<file path="src/rtl/noc_flit_pkg.sv">
// ---------------------------------------------------------------------------
// noc_flit_pkg
// Shared definitions for the NoC flit format used by the injection ROMs and
// the ejection-side checkers.
//
// Flit layout (20 bits):
//   [19:12] src      originating node number
//   [11:8]  reserved must be zero
//   [7:4]   dest     destination node number
//   [3:0]   dest     redundant copy of the destination
//
// Also holds the receive-checker FSM encoding and a saturating counter helper.
// ---------------------------------------------------------------------------
package noc_flit_pkg;

    localparam int FLIT_W     = 20;
    localparam int NODE_W     = 4;
    localparam int SRC_W      = 8;
    localparam int RSV_W      = 4;

    localparam int SRC_MSB    = 19;
    localparam int SRC_LSB    = 12;
    localparam int RSV_MSB    = 11;
    localparam int RSV_LSB    = 8;
    localparam int DST_HI_MSB = 7;
    localparam int DST_HI_LSB = 4;
    localparam int DST_LO_MSB = 3;
    localparam int DST_LO_LSB = 0;

    // Highest node number that exists on the mesh; larger src values are corrupt.
    localparam int MAX_NODE   = 15;

    typedef enum logic [1:0] {
        ST_IDLE = 2'd0,
        ST_RUN  = 2'd1,
        ST_DONE = 2'd2
    } rx_state_t;

    // 8-bit increment that sticks at all-ones instead of wrapping.
    function automatic logic [7:0] sat_inc8(input logic [7:0] value);
        return (value == 8'hFF) ? value : value + 8'd1;
    endfunction

endpackage

</file>
<file path="src/rtl/noc_rx_fifo.sv">
// ---------------------------------------------------------------------------
// noc_rx_fifo
// Synchronous single-clock FIFO used as the capture buffer behind the
// ejection-port checker.
//
// Parameters:
//   WIDTH  data width
//   DEPTH  number of entries (power of 2)
//
// Ports:
//   clk       in   rising-edge clock
//   rst       in   asynchronous active-low reset
//   wr_en     in   write request
//   wr_data   in   data to write
//   wr_ack    out  write request is being accepted this cycle (combinational)
//   rd_en     in   pop request
//   rd_data   out  popped entry, registered, holds when no pop occurs
//   rd_valid  out  one-cycle pulse qualifying rd_data
//   full      out  registered, occupancy == DEPTH
//   empty     out  registered, occupancy == 0
// ---------------------------------------------------------------------------
module noc_rx_fifo #(
    parameter int WIDTH = 20,
    parameter int DEPTH = 32
) (
    input  logic             clk,
    input  logic             rst,
    input  logic             wr_en,
    input  logic [WIDTH-1:0] wr_data,
    output logic             wr_ack,
    input  logic             rd_en,
    output logic [WIDTH-1:0] rd_data,
    output logic             rd_valid,
    output logic             full,
    output logic             empty
);

    localparam int AW = $clog2(DEPTH);
    localparam int CW = AW + 1;

    logic [WIDTH-1:0] mem [DEPTH];
    logic [AW-1:0]    wr_ptr;
    logic [AW-1:0]    rd_ptr;
    logic [CW-1:0]    count;
    logic [CW-1:0]    count_next;
    logic             rd_ok;
    logic             wr_ok;

    // A pop needs data present. A push into a full FIFO is still allowed when
    // a pop frees a slot on the same edge; an empty FIFO cannot do that trick
    // because there is nothing to pop.
    always_comb begin
        rd_ok  = rd_en && !empty;
        wr_ok  = wr_en && (!full || rd_ok);
        wr_ack = wr_ok;
    end

    // Occupancy after this edge; full/empty are registered from it so they
    // always match the occupancy that is in effect after the edge.
    always_comb begin
        count_next = count;
        case ({wr_ok, rd_ok})
            2'b10:   count_next = count + CW'(1);
            2'b01:   count_next = count - CW'(1);
            default: count_next = count;
        endcase
    end

    // Storage array carries no reset; only the pointers define what is valid.
    always_ff @(posedge clk) begin
        if (wr_ok) begin
            mem[wr_ptr] <= wr_data;
        end
    end

    // Pointers, occupancy, status flags and the registered read port.
    always_ff @(posedge clk or negedge rst) begin
        if (!rst) begin
            wr_ptr   <= '0;
            rd_ptr   <= '0;
            count    <= '0;
            full     <= 1'b0;
            empty    <= 1'b1;
            rd_data  <= '0;
            rd_valid <= 1'b0;
        end else begin
            if (wr_ok) begin
                wr_ptr <= wr_ptr + AW'(1);
            end
            if (rd_ok) begin
                rd_ptr  <= rd_ptr + AW'(1);
                rd_data <= mem[rd_ptr];
            end
            rd_valid <= rd_ok;
            count    <= count_next;
            full     <= (count_next == CW'(DEPTH));
            empty    <= (count_next == '0);
        end
    end

endmodule

</file>
<file path="src/rtl/datain_chk_buf.sv">
// ---------------------------------------------------------------------------
// datain_chk_buf
// Receive-side sink and checker for one NoC node's local ejection port.
// Each valid flit's header is checked against NODE_ID; good flits are kept
// in a drainable capture FIFO, sources that delivered are tracked, and done
// rises once every source in EXPECT_MASK has been seen.
//
// Parameters:
//   NODE_ID      local node number, 0..15
//   DEPTH        capture FIFO entries (power of 2)
//   EXPECT_MASK  sources that must deliver before done
//
// Build option:
//   DATAIN_DUP_DETECT_EN  when defined, a good flit from a source already
//                         marked in seen_mask is treated as bad.
//
// Ports:
//   clk        in   rising-edge clock
//   rst        in   asynchronous active-low reset
//   enable     in   arms reception; flits are dropped while low
//   datain     in   20-bit flit
//   in_valid   in   datain qualifier
//   rd_en      in   capture FIFO pop request
//   rd_data    out  popped flit (registered)
//   rd_valid   out  rd_data qualifier, one-cycle pulse
//   empty      out  FIFO empty
//   full       out  FIFO full
//   seen_mask  out  bit s set once a good flit from src s was stored
//   rx_count   out  good flits stored, saturating
//   err_count  out  bad flits, saturating
//   overflow   out  sticky: a good flit was lost to a full FIFO
//   done       out  all expected sources have delivered
// ---------------------------------------------------------------------------
module datain_chk_buf
    import noc_flit_pkg::*;
#(
    parameter int          NODE_ID     = 9,
    parameter int          DEPTH       = 32,
    parameter logic [15:0] EXPECT_MASK = 16'hFDFF
) (
    input  logic              clk,
    input  logic              rst,
    input  logic              enable,
    input  logic [FLIT_W-1:0] datain,
    input  logic              in_valid,
    input  logic              rd_en,
    output logic [FLIT_W-1:0] rd_data,
    output logic              rd_valid,
    output logic              empty,
    output logic              full,
    output logic [15:0]       seen_mask,
    output logic [7:0]        rx_count,
    output logic [7:0]        err_count,
    output logic              overflow,
    output logic              done
);

    localparam logic [NODE_W-1:0] NODE_DST = NODE_ID[NODE_W-1:0];
    localparam logic [SRC_W-1:0]  NODE_SRC = SRC_W'(NODE_ID);
    localparam logic [SRC_W-1:0]  SRC_MAX  = SRC_W'(MAX_NODE);

    rx_state_t         state;

    logic [SRC_W-1:0]  f_src;
    logic [RSV_W-1:0]  f_rsv;
    logic [NODE_W-1:0] f_dst_hi;
    logic [NODE_W-1:0] f_dst_lo;

    logic              armed;
    logic              hdr_ok;
    logic              dup_hit;
    logic              flit_good;
    logic              flit_bad;
    logic              fifo_wr_en;
    logic              store;
    logic [15:0]       src_bit;
    logic [15:0]       seen_next;
    logic              done_next;

    // Field split of the incoming flit.
    always_comb begin
        f_src    = datain[SRC_MSB:SRC_LSB];
        f_rsv    = datain[RSV_MSB:RSV_LSB];
        f_dst_hi = datain[DST_HI_MSB:DST_HI_LSB];
        f_dst_lo = datain[DST_LO_MSB:DST_LO_LSB];
    end

    // Header check. A node never receives from itself, so src == NODE_ID is
    // corruption just like an out-of-range src. src_bit is only used once
    // src has been proven to be 0..15.
    always_comb begin
        hdr_ok  = (f_dst_hi == f_dst_lo) &&
                  (f_dst_hi == NODE_DST) &&
                  (f_rsv == '0)          &&
                  (f_src <= SRC_MAX)     &&
                  (f_src != NODE_SRC);
        src_bit = 16'h0001 << f_src[NODE_W-1:0];
`ifdef DATAIN_DUP_DETECT_EN
        dup_hit = |(seen_mask & src_bit);
`else
        dup_hit = 1'b0;
`endif
    end

    // Flits only count while armed (enable high and the FSM out of IDLE).
    // The FIFO decides whether a good flit actually lands; a good flit it
    // refuses is an overflow rather than an error.
    always_comb begin
        armed      = enable && (state != ST_IDLE);
        flit_good  = armed && in_valid && hdr_ok && !dup_hit;
        flit_bad   = armed && in_valid && !(hdr_ok && !dup_hit);
        fifo_wr_en = flit_good;
        seen_next  = store ? (seen_mask | src_bit) : seen_mask;
        done_next  = ((seen_next & EXPECT_MASK) == EXPECT_MASK);
        done       = ((seen_mask & EXPECT_MASK) == EXPECT_MASK);
    end

    noc_rx_fifo #(
        .WIDTH (FLIT_W),
        .DEPTH (DEPTH)
    ) u_fifo (
        .clk      (clk),
        .rst      (rst),
        .wr_en    (fifo_wr_en),
        .wr_data  (datain),
        .wr_ack   (store),
        .rd_en    (rd_en),
        .rd_data  (rd_data),
        .rd_valid (rd_valid),
        .full     (full),
        .empty    (empty)
    );

    // Reception FSM plus the bookkeeping it owns. RUN moves to DONE on the
    // same edge that stores the last missing source, which is why the
    // transition looks at seen_next rather than the current mask. Dropping
    // enable in RUN parks in IDLE with all counts kept; DONE is sticky.
    always_ff @(posedge clk or negedge rst) begin
        if (!rst) begin
            state     <= ST_IDLE;
            seen_mask <= '0;
            rx_count  <= '0;
            err_count <= '0;
            overflow  <= 1'b0;
        end else begin
            case (state)
                ST_IDLE: begin
                    if (enable) begin
                        state <= ST_RUN;
                    end
                end
                ST_RUN: begin
                    if (done_next) begin
                        state <= ST_DONE;
                    end else if (!enable) begin
                        state <= ST_IDLE;
                    end
                end
                ST_DONE: begin
                    state <= ST_DONE;
                end
                default: begin
                    state <= ST_IDLE;
                end
            endcase

            if (store) begin
                rx_count  <= sat_inc8(rx_count);
                seen_mask <= seen_next;
            end
            if (flit_bad) begin
                err_count <= sat_inc8(err_count);
            end
            if (flit_good && !store) begin
                overflow <= 1'b1;
            end
        end
    end

endmodule

</file>
<file path="config.mk">
export PLATFORM = sky130hd
export DESIGN_NAME = datain_chk_buf
export DESIGN_NICKNAME = d
export VERILOG_FILES = /design/src/rtl/noc_flit_pkg.sv /design/src/rtl/noc_rx_fifo.sv /design/src/rtl/datain_chk_buf.sv
export SDC_FILE = /design/constraint.sdc
export NUM_CORES = 1
export LEC_CHECK = 0
export CAP_MARGIN = 5
export CORE_ASPECT_RATIO = 1.1
export CORE_MARGIN = 2
export CORE_UTILIZATION = 55
export DETAILED_ROUTE_END_ITERATION = 7
export PLACE_DENSITY = 0.75
export RECOVER_POWER = 50
export SLEW_MARGIN = 20
export SYNTH_ARGS = -nofsm -noshare
export SYNTH_HDL_FRONTEND = slang
export SYNTH_HIERARCHICAL = 1
export SYNTH_SLANG_ARGS = --single-unit
</file>
<file path="constraint.sdc">
create_clock -name clk -period 3.1 [get_ports clk]
set_input_delay 0.62 -clock clk [delete_from_list [all_inputs] [get_ports clk]]
set_output_delay 0.62 -clock clk [all_outputs]
set_load 0.01 [all_outputs]
</file>
Word level (Yosys, flattened, before mapping)
Memory sizes are Yosys's and may differ from the RTL's. A register that Yosys moved wholly into a read port is not among the register bits. Index checks and enable logic that the tools add are counted. Widths: inputs -> output; s select.

Output and inout bits: 57. RAM bits: 640. Logic and storage cells: 69. Register bits after elaboration: 54. Memories: 1.

Memory list: u_fifo.mem (depth 32, bits a word 20, rd ports 1, clocked after memory_dff 1, wr ports 1, line noc_rx_fifo.sv:41) `logic [WIDTH-1:0] mem [DEPTH];`.

Multiplexer cells: 8. Shifts and indexed selects: 1. Bitwise gates (word level): 3. Reductions and logical operators: 24. $lt $le $gt $ge: 1. Eq/ne operators: 14. Add/sub/neg operators: 6.

Operators with widths (count): $eq 15x15->1 const B (2); $add 8x1->8 const B (2); $eq 8x8->1 const B (2); $mux 16 (1); $or 16x16->16 (1); $shl 1x4->16 const A (1); $pmux 6 s2 (1); $logic_and 1x1->1 (11); $add 5x1->5 const B (2); $le 8x4->1 const B (1); $ne 8x4->1 const B (1); $add 6x1->6 const B (1); $eq 6x6->1 const B (1); $logic_not 6->1 (1); $mux 2 (3); $pmux 2 s3 (1); $reduce_and 2->1 (3); $sub 6x1->6 const B (1); $logic_not 1->1 (5); $eq 2x1->1 const B (2); $eq 2x2->1 const B (2); $eq 4x4->1 (1); $eq 4x4->1 const B (1); $logic_not 4->1 (1); 7 further kinds (9).

Longest topological paths before layout
Depth in word-level cells: 11. Mapped depth: 15. Depth with buffers taken out: 13.

Modules after synthesis
Netlist, hierarchy kept.

By module, submodules not included: noc_rx_fifo (area an instance 26865.8 um^2, cells an instance 1486, seq. area each 20195.6 um^2, instances 1); datain_chk_buf (area an instance 1656.6 um^2, cells an instance 146, seq. area each 875.8 um^2, instances 1).

Least setup slack after synthesis
Ideal clock, no wire load.

Path type: input-to-reg. From: in datain[1]. To: reg u_fifo.full. Library setup time: 0.105 ns. Data arrival time: 3.701 ns. Cell stages on the path: 14. Slack: -0.707 ns. Cell sequence: nor4b_2 > nand4_2 > nor4_1 > a21boi_2 > inv_1 > ha_1 > buf_2 > xor2_1 > ha_1 > a21oi_1 > or3b_2 > a31oi_1 > xor2_1 > nor4b_1.

Word-level cells in the longest chain between the ends: 10.

RTL lines: start: declaration (line datain_chk_buf.sv:44) `input logic [FLIT_W-1:0] datain,`; $eq 4x4->1 (*) (line datain_chk_buf.sv:92) `hdr_ok = (f_dst_hi == f_dst_lo) &&`; $logic_and 1x1->1 (*) (line datain_chk_buf.sv:92); $logic_and 1x1->1 (*) (line datain_chk_buf.sv:93) `(f_dst_hi == NODE_DST) &&`; $logic_and 1x1->1 (*) (line datain_chk_buf.sv:94) `(f_rsv == '0) &&`; $logic_and 1x1->1 (*) (line datain_chk_buf.sv:95) `(f_src <= SRC_MAX) &&`; $logic_and 1x1->1 (*) (line datain_chk_buf.sv:110) `flit_good = armed && in_valid && hdr_ok && !dup_hit;`; net fifo_wr_en (line datain_chk_buf.sv:74) `logic fifo_wr_en;`; $logic_and 1x1->1 (*) (line noc_rx_fifo.sv:54) `wr_ok = wr_en && (!full || rd_ok);`; net store (line datain_chk_buf.sv:75) `logic store;`; $eq 2x1->1 or $eq 2x2->1 (tied branches) (line noc_rx_fifo.sv:62) `case ({wr_ok, rd_ok})`; $pmux 6 s2 (*) (line noc_rx_fifo.sv:62); net u_fifo.count_next[4] (line noc_rx_fifo.sv:45) `logic [CW-1:0] count_next;`; $eq 6x6->1 (*) (line noc_rx_fifo.sv:96) `full <= (count_next == CW'(DEPTH));`; end signal: assignment (line noc_rx_fifo.sv:96); end: declaration (line noc_rx_fifo.sv:34) `output logic full,`.

Mark *: on every way through the listed nets, which the timed path passes. The rest lies on a longest branch. A chain may end at the register's enable or synchronous reset.

Worst setup path in the final report
From: in datain[16]. To: reg u_fifo.empty.

Word-level cells in the longest chain between the ends: 8.

RTL lines: $le 8x4->1 (line datain_chk_buf.sv:95); $logic_and 1x1->1 (line datain_chk_buf.sv:94); $logic_and 1x1->1 (*) (line datain_chk_buf.sv:95); $logic_and 1x1->1 (*) (line datain_chk_buf.sv:110); net fifo_wr_en (line datain_chk_buf.sv:74); $logic_and 1x1->1 (*) (line noc_rx_fifo.sv:54); net store (line datain_chk_buf.sv:75); $eq 2x1->1 or $eq 2x2->1 (tied branches) (line noc_rx_fifo.sv:62); $pmux 6 s2 (*) (line noc_rx_fifo.sv:62); net u_fifo.count_next[4] (line noc_rx_fifo.sv:45); $logic_not 6->1 (*) (line noc_rx_fifo.sv:97) `empty <= (count_next == '0);`; end signal: assignment (line noc_rx_fifo.sv:97); end: declaration (line noc_rx_fifo.sv:35) `output logic empty`.

Marked as above.

==> results_tabular.tex <==
\begin{tabular}{lr}
\hline
Metric & Value \\
\hline
\multicolumn{2}{l}{\textbf{STA}} \\
Post-route fraction of the period consumed by the critical path & between 90\% and 100\% \\
Setup-violating endpoint count in the final report & 0 \\
Pins over their slew limit & 141 \\
Minimum period implied by the final worst setup slack & around 3.0 ns \\
Measured slew at the worst slew-check pin & roughly 1.7 ns \\
Number of hold violations in the final report & 0 \\
Worst hold slack across all endpoints & approximately 0.38 ns \\
Largest clock skew in the final design & 0.0179 ns \\
Peak Freq & roughly 340 MHz \\
Max transition margin & -15.5\% \\
\multicolumn{2}{l}{\textbf{Clocking}} \\
Total CTS buffers & 70 \\
Htree depth & 3 \\
Source-to-sink clock delay at the later pin of the worst-skew pair & between 0.6 and 0.7 ns \\
CTS Root Buffer Type & clkbuf\_16 \\
Maximum root-to-sink buffer count & 3 \\
Number of sinks driven by the clock tree & approximately 710 \\
TritonCTS clock tree & done \\
Post-cts hold buffer count & 0 \\
Clock edge transition at the registers on the reported setup and hold paths & about 0.06 ns \\
\multicolumn{2}{l}{\textbf{Min path}} \\
Hold Path Stages & 3 \\
Worst min-delay path class & primary input to register \\
\multicolumn{2}{l}{\textbf{Worst setup path}} \\
Critical path endpoint category & register \\
Worst reg2reg startpoint & state[0] \\
Worst setup path endpoint & u\_fifo/empty \\
Worst setup path startpoint & datain[16] \\
R2r endpoint & u\_fifo/empty \\
Register-to-register setup slack & 0.16 ns \\
FF-to-FF path depth & 12 \\
Worst endpoint required time & between 3 and 4 ns \\
Largest driver fanout on the critical path & 4 \\
WS Path Type & primary input to register \\
Startpoint Class & primary input \\
Critical Path AT & about 3.5 ns \\
\multicolumn{2}{l}{\textbf{Layout}} \\
Most common cell after layout, fill and taps aside & edfxtp\_1 \\
Proportion of layout cells with a drive suffix above 1 & 18.5\% \\
Antenna diode count & 0 \\
\# nets final & $\sim$1900 \\
Top library cells by usage in the layout, fill and taps aside & 640 x edfxtp\_1, 321 x mux2i\_1, 89 x buf\_4, 81 x a22oi\_1, 73 x clkbuf\_16 \\
P\&R area growth vs syn & 18.2\% \\
Final standard cell area without fillers & about 34000 um\^{}2 \\
\multicolumn{2}{l}{\textbf{Logic synthesis}} \\
Primary FF master, synth & edfxtp\_1 \\
Total standard cell area after synthesis & between 20000 and 30000 um\^{}2 \\
Number of enable-type register cells in the synthesized netlist & between 600 and 700 \\
Yosys Warn Count & 6 \\
Flop and latch count out of synthesis & about 700 \\
Per-instance average area after synthesis & 17.5 um\^{}2 \\
Fraction of the yosys area taken by sequential cells & 73.9\% \\
Post-synthesis cell count & $\sim$1600 \\
Post-synthesis net count & between 1500 and 2000 \\
Fraction of registers with async set/reset & between 10\% and 20\% \\
Distinct cell type count of the synthesized netlist & 65 \\
\multicolumn{2}{l}{\textbf{Drt}} \\
Total DRC errors in the routed layout & 0 \\
Final antenna-violating net count & 0 \\
Vias per inst & around 6.2 \\
Detailed-routing iteration count for the pre-antenna-repair pass & 6 \\
Total length of routed wires & 66900 um \\
Via Count & $\sim$16000 \\
Average wire per cell in the routed design & 26.1 um \\
Number of DRC markers after the initial detailed-route iteration & between 1000 and 1500 \\
\multicolumn{2}{l}{\textbf{Power and ir drop}} \\
Power Internal & around 0.019 W \\
Net switching fraction of the power & between 30\% and 40\% \\
Leakage power of the design & $\sim$12 nW \\
Areal power density over the cells & $\sim$810 nW/um\^{}2 \\
Net switching power & roughly 0.0083 W \\
Total power draw & 0.0273 W \\
Worst supply voltage drop on vdd & between 0.5 and 0.6 mV \\
Part of the total power dissipated in sequential elements & about two fifths \\
Portion of total power attributed to the clock network & 30.7\% \\
Combinational fraction of design power & around 28\% \\
\multicolumn{2}{l}{\textbf{Flow run}} \\
Max-cap violation count & 3 \\
\multicolumn{2}{l}{\textbf{Floorplan}} \\
Die area & roughly 54000 um\^{}2 \\
I/O pin count & between 80 and 90 \\
Die width & around 220 um \\
Chip Height & between 200 and 250 um \\
Initial core utilization & 55.6\% \\
Number of core rows & between 80 and 90 \\
Area of the placeable core & just over 50000 um\^{}2 \\
\multicolumn{2}{l}{\textbf{Global route}} \\
Pin count of the biggest net entering global routing & 81 \\
GRT Overall Usage & $\sim$25\% \\
Number of global-route vias before repair & around 16000 \\
Wire length of the first global-routing pass & 100000 um \\
Antenna violations before repair & 0 \\
GRT overflow & 0 \\
\multicolumn{2}{l}{\textbf{Place}} \\
Cell area after placement & between 30000 and 40000 um\^{}2 \\
Count of input and output buffers & between 80 and 90 \\
Final weighted congestion in routability-driven placement & 0.862 \\
Sum of net half-perimeters after detailed placement & $\sim$39000 um \\
\multicolumn{2}{l}{\textbf{Status}} \\
Result of the run & complete, but fails checks \\
Violations in the final reports & capacitance limit, slew limit \\
\hline
\end{tabular}
==> critical path: stages <==
cell and delay [ns]:
dlygate4sd2_1 0.24, buf_6 0.13, nor4_4 0.17, nand2_2 0.13
nor4_4 0.30, a21boi_4 0.23, inv_2 0.07, ha_4 0.16
xor2_1 0.16, ha_2 0.26, a21oi_2 0.08, or3b_4 0.40
a31oi_4 0.16, xor2_2 0.12, nor4_2 0.25
==> Yosys cell counts (all sizes together) (6+ instances only) <==
cell type / number / area, um^2
buf: 56 / 402
nand3: 11 / 55.1
a221oi: 40 / 450
mux2i: 321 / 3210
nand2: 42 / 158
o22ai: 20 / 125
a22oi: 81 / 608
ha: 10 / 125
nand2b: 6 / 37.5
nand4: 11 / 75.1
xnor2: 11 / 96.3
o41ai: 20 / 325
a21o: 9 / 67.6
edfxtp: 640 / 19200
xor2: 15 / 131
a22o: 40 / 350
o21ai: 8 / 40.0
nor2: 44 / 165
clkbuf: 40 / 154
inv: 14 / 52.6
a21oi: 49 / 245
nor3: 6 / 30.0
dfrtp: 73 / 1830
==> sequential cells by signal (all words and copies together), names as in the netlist <==
register         flops
u_fifo/rd_data      20
u_fifo/full          1
u_fifo/count         6
u_fifo/wr_ptr        5
u_fifo/mem         640
rx_count             8
overflow             1
u_fifo/rd_ptr        5
state                2
err_count            8
u_fifo/empty         1
u_fifo/rd_valid      1
seen_mask           16
==> power by group through the flow <==
stage	Sequential, W	Clock, W	Combinational, W
6_report	0.0112	0.00836	0.00773
5_1_grt	0.0112	0.00883	0.00816
4_1_cts	0.0112	0.00846	0.00770
3_5_place_dp	0.0113	0	0.00762
3_3_place_gp	0.0113	0	0.00748
2_1_floorplan	0.0112	0	0.00524
==> metal layers <==
| layer | wire length, um | track usage (%) | vias up |
|---|---|---|---|
| met5 | 0 | 0 | - |
| met4 | 2240 | 10.5 | 0 |
| met3 | 4840 | 3.96 | 113 |
| met2 | 33600 | 41.7 | 657 |
| met1 | 26300 | 32.6 | 8145 |
| li1 | - | - | 6967 |
==> how the worst min path moves through the flow <==
stage / to / from / slack (ns)
after floorplan: err_count[0] / rst / 0.32
after global placement: overflow / overflow / 0.44
after detailed placement: overflow / overflow / 0.46
after CTS: err_count[5] / rst / 0.15
after global routing: state[0] / enable / 0.41
final: state[0] / enable / 0.38
==> through the flow <==
step	util (%)	instances	TNS, ns	setup WS, ns
floorplan	-	1632	-0.539	-0.223
global placement	61.4	2440	-265.98	-0.889
detailed placement	61.4	2440	-303.45	-0.955
CTS	65.9	2567	0	0.00914
global route	65.7	2568	-0.0719	-0.0380
finish	65.7	2568	0	0.131
==> cell type report <==
cell class / instances / area [um^2]
Clock buffer: 100 / 2010
Clock inverter: 26 / 253
Fill cell: 3395 / 17600
Inverter: 14 / 52.6
Multi-Input combinational cell: 808 / 7090
Sequential cell: 714 / 21100
Tap cell: 667 / 835
Timing Repair Buffer: 239 / 2390
==> repair_timing <==
| item | 4_1_cts | 5_1_grt |
|---|---|---|
| pin swaps | 11 | 14 |
| endpoints found under the setup margin | 22 | 2 |
| resized for setup | 40 | 28 |
| endpoints found under the hold margin | 0 | 0 |
| setup buffers | 2 | 2 |
==> cells by family (layout without fill, tap and decap cells) <==
| logic type | after synthesis | count (layout) | share of synthesized area [%] |
|---|---|---|---|
| multiplexers | 324 | 324 | 11.4 |
| AO/OA/AOI/OAI | 290 | 290 | 8.51 |
| adder cells (fa/ha/maj) | 10 | 10 | 0.439 |
| XOR/XNOR | 26 | 26 | 0.798 |
| flip-flops | 714 | 714 | 73.9 |
| buffers and inverters | 110 | 379 | 2.13 |
| AND/OR/NAND/NOR | 158 | 158 | 2.85 |
Note: power is estimated with default switching activity, not from simulation.
